File: src/rtl/move_seq.sv
// Move sequencer: waits for the heading to settle, ramps forward speed up,
// counts centre-line crossings, ramps down on the final square, then pulses done.
//
// state   | meaning
// IDLE    | waiting for start
// ALIGN   | PID enabled at zero speed until heading error settles
// RAMP_UP | accelerating on each hdg_rdy, watching for target-1 lines
// RAMP_DN | decelerating on each hdg_rdy until frwrd reaches 0
// DONE    | one-cycle completion pulse
module move_seq #(
  parameter logic [9:0]  RAMP_INC = 10'd4,
  parameter logic [9:0]  MAX_SPD  = 10'h2A0,
  parameter logic [11:0] ERR_THR  = 12'd48
) (
  input  logic              clk,
  input  logic              rst_n,
  input  logic              start,
  input  logic [2:0]        squares,
  input  logic              hdg_rdy,
  input  logic signed [11:0] error,
  input  logic              cntrIR,
  output logic              moving,
  output logic [9:0]        frwrd,
  output logic              busy,
  output logic              done
);

  localparam logic [2:0] IDLE    = 3'd0;
  localparam logic [2:0] ALIGN   = 3'd1;
  localparam logic [2:0] RAMP_UP = 3'd2;
  localparam logic [2:0] RAMP_DN = 3'd3;
  localparam logic [2:0] DONE    = 3'd4;

  logic [2:0]  state, state_nxt;
  logic [3:0]  line_cnt, line_cnt_nxt;
  logic [3:0]  target, target_nxt;
  logic [9:0]  frwrd_nxt;
  logic        cntrIR_ff;
  logic        line_edge;
  logic [11:0] err_mag;
  logic        settled;
  logic [10:0] spd_sum;
  logic [10:0] spd_dec;

  assign line_edge = cntrIR & ~cntrIR_ff;

  // -2048 negates to itself (0x800), which is never below the threshold
  assign err_mag = error[11] ? ($unsigned(~error) + 12'd1) : $unsigned(error);
  assign settled = (err_mag < ERR_THR);

  assign spd_sum = {1'b0, frwrd} + {1'b0, RAMP_INC};
  assign spd_dec = {1'b0, RAMP_INC} << 1;

  always_comb begin
    state_nxt    = state;
    frwrd_nxt    = frwrd;
    target_nxt   = target;
    line_cnt_nxt = line_cnt;
    if ((state != IDLE) && line_edge && (line_cnt != 4'hF))
      line_cnt_nxt = line_cnt + 4'd1;
    case (state)
      IDLE: begin
        frwrd_nxt = 10'd0;
        if (start) begin
          if (squares != 3'd0) begin
            line_cnt_nxt = 4'd0;
            target_nxt   = {squares, 1'b0};
            state_nxt    = ALIGN;
          end else begin
            state_nxt = DONE;
          end
        end
      end
      ALIGN: begin
        frwrd_nxt = 10'd0;
        if (hdg_rdy && settled)
          state_nxt = RAMP_UP;
      end
      RAMP_UP: begin
        // the line check sees this cycle's edge and wins over any speed step
        if (line_cnt_nxt >= (target - 4'd1))
          state_nxt = RAMP_DN;
        else if (hdg_rdy)
          frwrd_nxt = (spd_sum > {1'b0, MAX_SPD}) ? MAX_SPD : spd_sum[9:0];
      end
      RAMP_DN: begin
        if (frwrd == 10'd0)
          state_nxt = DONE;
        else if (hdg_rdy)
          frwrd_nxt = ({1'b0, frwrd} > spd_dec) ? (frwrd - spd_dec[9:0]) : 10'd0;
      end
      DONE: begin
        frwrd_nxt = 10'd0;
        state_nxt = IDLE;
      end
      default: begin
        frwrd_nxt = 10'd0;
        state_nxt = IDLE;
      end
    endcase
  end

  always_ff @(posedge clk or negedge rst_n) begin
    if (!rst_n) begin
      state     <= IDLE;
      line_cnt  <= 4'd0;
      target    <= 4'd0;
      cntrIR_ff <= 1'b0;
      frwrd     <= 10'd0;
      moving    <= 1'b0;
      busy      <= 1'b0;
      done      <= 1'b0;
    end else begin
      state     <= state_nxt;
      line_cnt  <= line_cnt_nxt;
      target    <= target_nxt;
      cntrIR_ff <= cntrIR;
      frwrd     <= frwrd_nxt;
      moving    <= (state_nxt == ALIGN) || (state_nxt == RAMP_UP) || (state_nxt == RAMP_DN);
      busy      <= (state_nxt != IDLE);
      done      <= (state_nxt == DONE);
    end
  end

endmodule

File: config.mk
export PLATFORM = sky130hd
export DESIGN_NAME = move_seq
export DESIGN_NICKNAME = d
export VERILOG_FILES = /design/src/rtl/move_seq.sv
export SDC_FILE = /design/constraint.sdc
export NUM_CORES = 1
export LEC_CHECK = 0
export ABC_CLOCK_PERIOD_IN_PS = 8530
export BUFFER_PORTS_ARGS = -buffer_cell sky130_fd_sc_hd__buf_4
export CORE_MARGIN = 1
export CORE_UTILIZATION = 40
export CTS_CLUSTER_DIAMETER = 120
export DETAILED_ROUTE_END_ITERATION = 10
export HOLD_SLACK_MARGIN = 0.12
export SYNTH_ARGS = -nofsm -noshare
export SYNTH_HDL_FRONTEND = slang
export SYNTH_SLANG_ARGS = --single-unit
File: constraint.sdc
create_clock -name clk -period 8.53 [get_ports clk]
set_input_delay 1.2795 -clock clk [delete_from_list [all_inputs] [get_ports clk]]
set_output_delay 1.2795 -clock clk [all_outputs]
set_load 0.1 [all_outputs]
### After elaboration in Yosys (flattened, before gate mapping)

Index checks and enable logic that the tools add are counted.

| word-level totals | value |
|---|---|
| bits in registers | 24 |
| input port bits | 20 |
| output and inout port bits | 13 |
| logic and storage cells | 62 |

| operators by class | value |
|---|---|
| add/subtract/negate cells | 5 |
| order comparisons | 4 |
| eq/ne operators | 12 |
| muxes and demuxes | 18 |
| bitwise operators | 3 |
| reduce and logical (&&, ||, !) cells | 12 |

Operator list:

| cell | count |
|---|---|
| $mux W10 | 6 |
| $pmux W10 S2 | 1 |
| $mux W4 | 4 |
| $mux W3 | 5 |
| $add A12 B1 Y12 const B | 1 |
| $eq A3 B2 Y1 const B | 4 |
| $lt A12 B6 Y1 const B | 1 |
| $mux W12 | 1 |
| $not A12 Y12 | 1 |
| $pmux W3 S4 | 1 |
| $add A10 B3 Y11 const B | 1 |
| $gt A11 B10 Y1 const B | 1 |
| $gt A10 B4 Y1 const B | 1 |
| $logic_not A10 Y1 | 1 |
| $sub A10 B4 Y10 const B | 1 |
| $reduce_bool A3 Y1 | 3 |
| $ne A2 B2 Y1 const B | 4 |
| $eq A3 B1 Y1 const B | 2 |
| $add A4 B1 Y4 const B | 1 |
| $ge A4 B4 Y1 | 1 |
| $ne A4 B4 Y1 const B | 1 |
| $reduce_and A4 Y1 | 1 |
| $sub A4 B1 Y4 const B | 1 |
| $eq A3 B3 Y1 const B | 1 |
| other kinds (6) | 9 |

### Depth between registers and ports, before layout

Gate-level depths: netlist of run 1.

| depth | value |
|---|---|
| depth after elaboration | 11 |
| mapped depth | 13 |

### Worst setup path after synthesis of run 1

Ideal clock, no wire load.

| timing path | value |
|---|---|
| kind | input -> register |
| start point | input cntrIR |
| end point | register frwrd[9] |
| setup time | 0.132 ns |
| arrival | 3.218 ns |
| required time | 8.398 ns |
| setup slack | 5.180 ns |
| stages | 10 |
| buffers on the path | 1 |
| cell sequence | nor4bb_1 > mux2_2 > ha_1 > a21o_1 > a21oi_1 > a2bb2oi_1 > nand2_1 > buf_2 > o21ai_0 > o21ai_0 |

| on the way | value |
|---|---|
| longest elaborated chain between the ends | 7 |

Ends and longest elaborated chain:

| element | line | RTL |
|---|---|---|
| from (decl) | 21 | `input logic cntrIR,` |
| $and A1 B1 Y1 | 45 | `assign line_edge = cntrIR & ~cntrIR_ff;` |
| $logic_and A1 B1 Y1 (2 in series) | 59 | `if ((state != IDLE) && line_edge && (line_cnt != 4'hF))` |
| $mux W4 | 59 |  |
| $ge A4 B4 Y1 | 81 | `if (line_cnt_nxt >= (target - 4'd1))` |
| $ne A2 B2 Y1 (no source line) | n/a |  |
| $reduce_and A4 Y1 (no source line) | n/a |  |
| to (signal assigned) | 118 | `frwrd <= frwrd_nxt;` |
| to (decl) | 23 | `output logic [9:0] frwrd,` |

No other way between the ends.
A chain may end at the register's enable or synchronous reset.

### Final worst setup path of run 1

| timing path | value |
|---|---|
| start point | input cntrIR |
| end point | register frwrd[6] |

The elaborated chain is that of the path after synthesis.

==> flow_summary.ini, run 1 <==
[routing]
detailedRoute.firstIterationViolations = 57
remaining_drc_errors = 0
wl_per_cell_um = 15.34
detailedRoute.firstPassIterationCount = 4
routed_via_density = 5.985
final_antenna_net_count = 0
total_number_of_vias = 1586
route.final.wire_length_um = 4066

[finish]
number_of_inserted_diodes = 0
fraction_of_the_core_area_covered_by_cells_at_the_end_of_the_flow_pct = 48.66
ff_latch_area_um2 = 550.5
num-fill-cells = 400
areaGrowthSynthToFinish_pct = 16.33
drive_above_1_share_pct = 20.00
fin_nets = 248
combined_area_of_the_multi_input_logic_cells_mm2 = 0.001036

[worst_setup_path]
r2r_cells = 10
cp.arrival_ns = 3.67
timing.critical_path.from_type = input port
cp-end-kind = flop
worstPathMaxFanout = 13
critical_path.max_stage_delay_ns = 0.38
reg2reg_setup_slack_ns = 5.33
cp_slowest_cell = sky130_fd_sc_hd__mux2_2
crit_type = in2reg
required_worst_endpoint_ns = 8.67
crit_chain = buf_4 > nor4bb_1 > mux2_2 > ha_1 > a21o_1 > a21oi_1 > a2bb2oi_1 > nand2_1 > a311oi_1 > a211oi_1
worstReg2RegStart = state[2]
regToRegEndpoint = frwrd[6]

[synth]
synth-seq-cells = 22
synthesis.instances = 191
post_synth_edffs = 0
synth_seq_area_share_pct = 32.67
synthFlopType = sky130_fd_sc_hd__dfrtp_1
synth-async-reset-ratio_pct = 100.0
post_synth.cell_area_avg_um2 = 8.824
yosysUniqueCellTypes = 53
synth.yosys.warnings = 0
mappedNetlistArea_mm2 = 0.001685

[floorplan]
std_cell_rows = 23
top_level_pins = 33
core_area_mm2 = 0.004029
die_w_um = 66.91
initial_core_util_pct = 41.83
floorplan.die.height_um = 66.91
die_area_mm2 = 0.004477

[job]
maxCapViolCount = 0

[sta]
maxSlewHeadroom_pct = 46.80
finClkSkew_ns = 0.001309
layout_setup_ws_ns = 5.001
timing.fmax_mhz = 283.4
hold_viol_final = 0
timing.final.setup_violations = 0
post-route-period-util_pct = 41.37
worstMarginPinSlew_ns = 0.7963
rsz_0062_raised_after_global_routing = no
drv_slew = 0
totalNegativeSetupSlack_ns = 0
post-route-min-period_ns = 3.529
final.hold.worst_slack_ns = 0.5457

[clock_network]
post-cts-setup-buffer-count = 0
cts.sink_count = 22
cts_tree = built
postCtsResizedCells = 0
cts-buffers-inserted = 3
clock_path_buffers = 2
worst_setup_hold_path_clk_slew_ns = 0.08
post_cts_hold_buffer_count = 0
cts-root-buf = sky130_fd_sc_hd__clkbuf_8
htree_num_levels = 1
clock_insertion_delay_worst_skew_ns = 0.26

[global_route]
grt_pass1_wl_um = 6561
grt_remaining_overflow = 0
track_usage_pct = 19.56
maximum_number_of_pins_on_one_net_before_global_route_repair = 23
grt_pass1_vias = 1448
antenna_found_initial = 0

[power]
power.density_mw_per_mm2 = 182.6
max-vdd-ir-drop_mv = 0.1283
total_design_power_w = 0.0003581
power.static_leakage_nw = 0.8657

[run_status]
result_of_the_run = finished, final reports clean

[worst_hold_path]
worst_hold_path_cell_count = 1
hold_path_start = target[3]
min_to = target[3]
holdCritPathClass = reg2reg

[placement]
place_congestion = 0.9230
dp_hpwl_um = 3094
portBuffers = 30
preCtsSetupSlack_ns = 4.733
## worst max path at each step
stage          cells after the start   start       end  slack [ns]
6_report                          10  cntrIR  frwrd[6]        5.00
5_1_grt                           10  cntrIR  frwrd[6]        4.83
4_1_cts                           10  cntrIR  frwrd[6]        5.04
3_5_place_dp                      10  cntrIR  frwrd[6]        4.73
3_3_place_gp                      10  cntrIR  frwrd[6]        4.86
2_1_floorplan                     10  cntrIR  frwrd[9]        5.18
## registers in the layout, summed over array words and instances, names as in the netlist
register and flops:
frwrd 8, line_cnt 4, state 3, target 3, busy 1, cntrIR_ff 1, done 1, moving 1
## where the power goes
part / switching, W / leakage, nW / internal, W
registers: 0.0000183 / 0.285 / 0.000125
clock network: 0.0000345 / 0.0216 / 0.0000316
logic: 0.0000885 / 0.559 / 0.0000604
total: 0.000141 / 0.866 / 0.000217
## cells in the mapped netlist (all sizes together) (2+ instances only)
cell type	count	area [um^2]
dfrtp	22	550.5
nor2	19	73.82
nor3	12	60.06
ha	11	137.6
inv	10	37.54
nand2	9	33.78
nand3	9	45.04
o21ai	9	45.04
buf	8	53.80
a31oi	6	37.54
a211oi	5	37.54
a21oi	5	25.02
o31a	5	45.04
nor2b	4	25.02
a41oi	3	26.28
and2	3	18.77
and4	3	27.53
clkbuf	3	11.26
mux2	3	33.78
nand2b	3	18.77
nand4	3	18.77
a21o	2	15.01
a311oi	2	17.52
mux2i	2	20.02
nor3b	2	15.01
o211ai	2	15.01
o21a	2	15.01
o22ai	2	12.51
o41ai	2	36.29
or4	2	18.77
xnor2	2	17.52
xor2	2	17.52
## area by class of cell
class | instances | share of cell area [%]
Tap cell | 50 | 3.191
Inverter | 10 | 1.914
Timing Repair Buffer | 31 | 11.87
Multi-Input combinational cell | 149 | 52.84
Clock buffer | 3 | 2.106
Sequential cell | 22 | 28.08
## critical path: cells and delay by family
kind | cells | cell delay (ns)
buffers and inverters | 1 | 0.09
muxes | 1 | 0.38
adders and majority gates | 1 | 0.32
AOI/OAI and AO/OA | 5 | 1.06
and+or+nand+nor | 2 | 0.54
## per-stage QoR
stage / instance area (um^2) / instances
2_1_floorplan: 1689 / 192
3_3_place_gp: 1919 / 262
3_5_place_dp: 1919 / 262
4_1_cts: 1961 / 265
5_1_grt: 1961 / 265
6_report: 1961 / 265
## routing by layer
layer,wire length (um),vias to the layer above,global-route usage (%)
li1,-,760,-
met1,1856,759,26.05
met2,1894,60,31.44
met3,254,7,3.938
met4,61,0,6.117
met5,0,-,0
## kinds of logic (layout without fill, tap and decap cells)
logic type                 Yosys count  after routing  synth area share (%)
adders and majority gates           11             11                 8.166
other                                1              2                0.2225
AOI/OAI and AO/OA                   52             52                 23.09
buffers and inverters               21             44                 6.088
xor gates and xnor gates             4              4                 2.079
and+or+nand+nor                     75             75                 24.50
DFF                                 22             22                 32.67
muxes                                5              5                 3.192
## placed cells by master (no fill, tap or decap), types with 2 or more instances in the layout
cell	instances
sky130_fd_sc_hd__buf_4	31
sky130_fd_sc_hd__dfrtp_1	22
sky130_fd_sc_hd__nor2_1	18
sky130_fd_sc_hd__nor3_1	12
sky130_fd_sc_hd__ha_1	11
sky130_fd_sc_hd__inv_1	10
sky130_fd_sc_hd__nand3_1	9
sky130_fd_sc_hd__o21ai_0	9
sky130_fd_sc_hd__nand2_1	9
sky130_fd_sc_hd__a31oi_1	6
sky130_fd_sc_hd__a21oi_1	5
sky130_fd_sc_hd__a211oi_1	5
sky130_fd_sc_hd__nor2b_1	4
sky130_fd_sc_hd__o31a_1	4
sky130_fd_sc_hd__nand2b_1	3
sky130_fd_sc_hd__a41oi_1	3
sky130_fd_sc_hd__mux2_2	3
sky130_fd_sc_hd__nand4_1	3
sky130_fd_sc_hd__and2_1	3
sky130_fd_sc_hd__clkbuf_8	3
sky130_fd_sc_hd__xor2_1	2
sky130_fd_sc_hd__xnor2_1	2
sky130_fd_sc_hd__and4_1	2
sky130_fd_sc_hd__nor3b_1	2
sky130_fd_sc_hd__o21a_1	2
sky130_fd_sc_hd__a21o_1	2
sky130_fd_sc_hd__a311oi_1	2
sky130_fd_sc_hd__mux2i_1	2
sky130_fd_sc_hd__o211ai_1	2
sky130_fd_sc_hd__o22ai_1	2
sky130_fd_sc_hd__conb_1	2
(Power assumes the default switching activity.)
==> inputs of run 2 (changes only) <==
Settings changed: ABC_CLOCK_PERIOD_IN_PS 8530 to 3050.
Clock period 8.53 ns to 3.05 ns, I/O delays scaled along.
==> run 2 against run 1 <==
Against the previous run:
- global-route usage fell by 0.22 points
- combinational power rose to 3.0 times the previous value
- cell count increased by 3.0%
- sequential share of layout area down 1.4 points
- worst hold slack worse by 0.23 ns
- clock skew grew 0.0015 ns
- die area stayed put
- critical endpoint unchanged
==> flow_summary.ini, run 2 (synthesis results as in run 1) <==
[worst_setup_path]
crit_type = reg2reg
regToRegEndpoint = frwrd[6]
cp.arrival_ns = 3.05
endpoint = frwrd[6]
worstPathMaxFanout = 13
reg2reg_setup_slack_ns = 0.14
r2r_cells = 10
timing.critical_path.from_type = flop
setup.worst_path.start = line_cnt[0]
cp-end-kind = flop
required_worst_endpoint_ns = 3.19
worstReg2RegStart = line_cnt[0]

[job]
maxCapViolCount = 0

[finish]
mostFrequentLayoutCell = sky130_fd_sc_hd__buf_4
largest_reg_flops = 8
fraction_of_the_core_area_covered_by_cells_at_the_end_of_the_flow_pct = 51.21
drive_above_1_share_pct = 23.77
top_regs = frwrd x8, line_cnt x4
areaGrowthSynthToFinish_pct = 22.42
fin_area_mm2 = 0.002063
max_flop_register = frwrd
mostFrequentLayoutCells = sky130_fd_sc_hd__buf_4 (37), sky130_fd_sc_hd__dfrtp_1 (22), sky130_fd_sc_hd__nor2_1 (18)
num-fill-cells = 378
number_of_inserted_diodes = 0
fin_nets = 255
finish.cell_count_without_fillers = 273

[floorplan]
initial_core_util_pct = 41.83
floorplan.die.height_um = 66.91
top_level_pins = 33
die_w_um = 66.91
die_area_mm2 = 0.004477
std_cell_rows = 23
core_area_mm2 = 0.004029

[placement]
dp_hpwl_um = 2988
cell_count_after_placement = 267
preCtsSetupSlack_ns = -0.05584
detailed_place.area_mm2 = 0.001957
place_congestion = 0.9156
portBuffers = 30

[sta]
drv_slew = 0
timing.final.setup_violations = 0
finClkSkew_ns = 0.002828
maxSlewHeadroom_pct = 60.55
timing.fmax_mhz = 343.7
worstMarginPinSlew_ns = 0.5898
post-route-min-period_ns = 2.909
post-route-period-util_pct = 95.39
hold_viol_final = 0
layout_setup_ws_ns = 0.1407

[clock_network]
cts_tree = built
cts-root-buf = sky130_fd_sc_hd__clkbuf_8
worst_setup_hold_path_clk_slew_ns = 0.09
clock_insertion_delay_worst_skew_ns = 0.26
cts-buffers-inserted = 3
cts.sink_count = 22
htree_num_levels = 1
clock_path_buffers = 2

[routing]
detailedRoute.firstIterationViolations = 115
remaining_drc_errors = 0
total_number_of_vias = 1610
routed_via_density = 5.897
detailedRoute.firstPassIterationCount = 4
final_antenna_net_count = 0
route.final.wire_length_um = 4098
wl_per_cell_um = 15.01

[power]
pwr-share-comb_pct = 40.3
clkPwrFrac_pct = 25.0
max-vdd-ir-drop_mv = 0.3313
power.static_leakage_nw = 0.9112
share_seq_of_total_power_pct = 34.7
internal-power_w = 0.0007052
p_sw_w = 0.0004077
power.density_mw_per_mm2 = 539.4
power_switching_share_pct = 36.63

[run_status]
result_of_the_run = finished, final reports clean

[global_route]
antenna_found_initial = 0
grt_remaining_overflow = 0
grt_pass1_vias = 1449
maximum_number_of_pins_on_one_net_before_global_route_repair = 23
grt_pass1_wl_um = 6582
track_usage_pct = 19.34

[worst_hold_path]
holdCritPathClass = in2reg
## run 2: final cells by class
cell class	instances	area (um^2)	share of cell area, %
flip-flops and latches	22	550.5	26.68
repair buffers	38	287.8	13.95
well taps	50	62.56	3.032
multi-input cells	149	1054	51.06
inverters	10	37.54	1.819
clock inverters	1	30.03	1.455
clock buffers	3	41.29	2.001
## run 2: how the worst min path moves through the flow
stage	startpoint	endpoint	slack [ns]	depth (start not counted)
3_3_place_gp	rst_n	target[3]	0.37	1
5_1_grt	cntrIR	cntrIR_ff	0.30	1
6_report	cntrIR	cntrIR_ff	0.32	1
2_1_floorplan	rst_n	busy	0.16	0
3_5_place_dp	rst_n	target[3]	0.37	1
4_1_cts	cntrIR	cntrIR_ff	0.31	1
## run 2: layer usage
layer | routed length [um] | vias up | GRT usage (%) | share of wire (%)
li1 | - | 777 | - | -
met1 | 1849 | 769 | 27.00 | 45
met4 | 52 | 0 | 5.319 | 1.3
met3 | 277 | 6 | 2.568 | 6.8
met2 | 1919 | 58 | 30.93 | 47
met5 | 0 | - | 0 | 0
## run 2: per-stage QoR
stage / TNS, ns / total power, W / hold slack, ns
final: 0 / 0.001113 / 0.3156
after global routing: -0.01682 / 0.001192 / 0.2986
after CTS: 0 / 0.001113 / 0.3128
after detailed placement: -0.05584 / 0.0008334 / 0.3715
after global placement: 0 / 0.0008226 / 0.3705
after floorplan: 0 / 0.0007176 / 0.1619
## run 2: power by group through the flow
| stage | clock, W | combinational (W) | sequential [W] |
|---|---|---|---|
| 2_1_floorplan | 0 | 0.000256 | 0.000461 |
| 3_3_place_gp | 0 | 0.000434 | 0.000388 |
| 5_1_grt | 0.000297 | 0.000501 | 0.000394 |
| 3_5_place_dp | 0 | 0.000442 | 0.000391 |
| 6_report | 0.000278 | 0.000448 | 0.000386 |
| 4_1_cts | 0.000281 | 0.000447 | 0.000385 |
## run 2: worst max-delay path, cell delays in order (launching register included)
cell                        delay [ns]
sky130_fd_sc_hd__dfrtp_1          0.40
sky130_fd_sc_hd__ha_1             0.20
sky130_fd_sc_hd__nor4bb_1         0.31
sky130_fd_sc_hd__mux2_2           0.39
sky130_fd_sc_hd__ha_1             0.31
sky130_fd_sc_hd__a21o_1           0.19
sky130_fd_sc_hd__a21oi_1          0.23
sky130_fd_sc_hd__a2bb2oi_2        0.25
sky130_fd_sc_hd__nand2_4          0.14
sky130_fd_sc_hd__a311oi_1         0.25
sky130_fd_sc_hd__a211oi_1         0.11
## run 2: what timing repair did
action | in CTS | in global routing
setup buffers | 0 | 1
resized for setup | 1 | 3
endpoints found under the hold margin | 22 | 0
endpoints found under the setup margin | 1 | 6
hold buffers | 1 | 0
==> inputs of run 3 (changes only) <==
Settings changed: CORE_ASPECT_RATIO from default to 1.25.
==> run 3 against run 2 <==
Against the previous run:
- highest routed layer unchanged
- sequential share of layout area grew 0.43 points
- largest cell class unchanged
- routed wire length grew 0.46%
- power fell by 8.9%
- count of clock-buffer cells in the layout unchanged
==> flow_summary.ini, run 3 (synthesis results as in run 1) <==
[routing]
detailedRoute.firstPassIterationCount = 5
routed-wl-met2_um = 2294
wl_per_cell_um = 14.86
final_antenna_net_count = 0
drt-met1-wl_um = 1652
detailedRoute.firstIterationViolations = 62
routed_via_density = 5.693
met3_wirelength_um = 99
route.final.wire_length_um = 4117
route.top_layer_used = met4
total_number_of_vias = 1577
remaining_drc_errors = 0

[global_route]
grt_remaining_overflow = 0
grt_pass1_wl_um = 6686
track_usage_pct = 19.90
maximum_number_of_pins_on_one_net_before_global_route_repair = 23
antenna_found_initial = 0
grt_pass1_vias = 1490

[finish]
areaGrowthSynthToFinish_pct = 20.49
mostFrequentLayoutCell = sky130_fd_sc_hd__buf_4
mostFrequentLayoutCells = sky130_fd_sc_hd__buf_4 (36), sky130_fd_sc_hd__dfrtp_1 (22), sky130_fd_sc_hd__nor2_1 (18)
largest_reg_flops = 8
top_regs = frwrd x8, line_cnt x4
num-fill-cells = 402
fin_nets = 254
max_flop_register = frwrd
number_of_inserted_diodes = 0
finish.cell_count_without_fillers = 277
drive_above_1_share_pct = 23.08

[worst_hold_path]
hold_path_start = cntrIR
holdCritPathClass = in2reg
min_to = cntrIR_ff
worst_hold_path_cell_count = 1

[clock_network]
worst_setup_hold_path_clk_slew_ns = 0.07
cts-buffers-inserted = 3
cts-root-buf = sky130_fd_sc_hd__clkbuf_8
cts_tree = built
cts.sink_count = 22
clock_path_buffers = 2
post-cts-setup-buffer-count = 0
htree_num_levels = 1
clock_insertion_delay_worst_skew_ns = 0.26

[power]
internal-power_w = 0.0006201
max-vdd-ir-drop_mv = 0.1749
share_seq_of_total_power_pct = 38.2
power.static_leakage_nw = 0.8961
clkPwrFrac_pct = 17.6
p_sw_w = 0.0003937
power.density_mw_per_mm2 = 499.2
total_design_power_w = 0.001014
pwr-share-comb_pct = 44.2
power_switching_share_pct = 38.84

[sta]
post-route-min-period_ns = 2.835
rsz_0062_raised_after_global_routing = no
post-route-period-util_pct = 92.95
worstMarginPinSlew_ns = 0.5767
timing.final.setup_violations = 0
maxSlewHeadroom_pct = 61.42
timing.fmax_mhz = 352.7
drv_slew = 0
hold_viol_final = 0
final.hold.worst_slack_ns = 0.3173
finClkSkew_ns = 0.001801

[floorplan]
core_area_mm2 = 0.004066
std_cell_rows = 26
die_w_um = 60.06
top_level_pins = 33
initial_core_util_pct = 41.45
floorplan.die.height_um = 74.58
die_area_mm2 = 0.004479

[worst_setup_path]
crit_chain = ha_1 > nor4bb_2 > mux2_2 > ha_1 > a21o_1 > a21oi_1 > a2bb2oi_2 > nand2_2 > a311oi_1 > a211oi_1
timing.critical_path.from_type = flop
critical_path.max_stage_delay_ns = 0.41
cp_slowest_cell = sky130_fd_sc_hd__dfrtp_1
regToRegEndpoint = frwrd[6]
worstReg2RegStart = line_cnt[0]
critPathMostFrequentCell = sky130_fd_sc_hd__ha_1
cp.arrival_ns = 2.97
cp-end-kind = flop
crit_type = reg2reg
worstPathMaxFanout = 13
r2r_cells = 10
required_worst_endpoint_ns = 3.18
reg2reg_setup_slack_ns = 0.22

[run_status]
result_of_the_run = finished, final reports clean

[placement]
dp_hpwl_um = 3247
place_congestion = 0.9343
cell_count_after_placement = 273
portBuffers = 30

[job]
maxCapViolCount = 0
## run 3: metal layers
layer  vias to the layer above  GRT usage [%]
met5                         -              0
li1                        779              -
met1                       762          22.08
met2                        29          37.78
met3                         7          2.609
met4                         0          7.235
## run 3: through the flow
stage	TNS [ns]	cell area [um^2]	setup slack, ns	utilization (%)
global route	0	2031	0.02255	49.94
detailed placement	-0.01654	1964	-0.01654	48.31
finish	0	2031	0.2150	49.94
global placement	0	1964	0.1724	48.31
floorplan	0	1689	0.2846	-
CTS	0	2018	0.05802	49.63
## run 3: worst max-delay path: cells and delay by family, from the launching register on
kind | cells | cell delay (ns)
adder cells (fa/ha/maj) | 2 | 0.49
multiplexers | 1 | 0.38
AND/OR/NAND/NOR | 2 | 0.48
AO/OA/AOI/OAI | 5 | 0.95
flip-flops | 1 | 0.41
## run 3: worst max path at each step
stage / from / end / slack, ns / cells after the start
detailed placement: line_cnt[0] / frwrd[6] / -0.02 / 10
CTS: line_cnt[0] / frwrd[6] / 0.06 / 10
global placement: line_cnt[0] / frwrd[6] / 0.17 / 10
global route: line_cnt[0] / frwrd[6] / 0.02 / 10
floorplan: state[0] / frwrd[9] / 0.28 / 12
finish: line_cnt[0] / frwrd[6] / 0.22 / 10
## run 3: cell type report
type / count / area, um^2 / share of cell area (%)
clock buffers: 3 / 41.29 / 2.033
inverters: 10 / 37.54 / 1.848
multi-input cells: 149 / 1051 / 51.76
flip-flops and latches: 22 / 550.5 / 27.11
well taps: 56 / 70.07 / 3.450
repair buffers: 37 / 280.3 / 13.80
## run 3: repair_timing
action,in CTS,in global routing
resized for setup,1,2
setup endpoints to repair,1,7
endpoints found under the hold margin,22,0
pin swaps,0,1
hold buffers,1,0
## run 3: power groups by stage
| stage | clock network (W) | logic, W | registers, W |
|---|---|---|---|
| 6_report | 0.000178 | 0.000448 | 0.000387 |
| 5_1_grt | 0.000194 | 0.000501 | 0.000393 |
| 4_1_cts | 0.000186 | 0.000449 | 0.000387 |
| 3_5_place_dp | 0 | 0.000447 | 0.000393 |
| 3_3_place_gp | 0 | 0.000437 | 0.000389 |
| 2_1_floorplan | 0 | 0.000256 | 0.000461 |
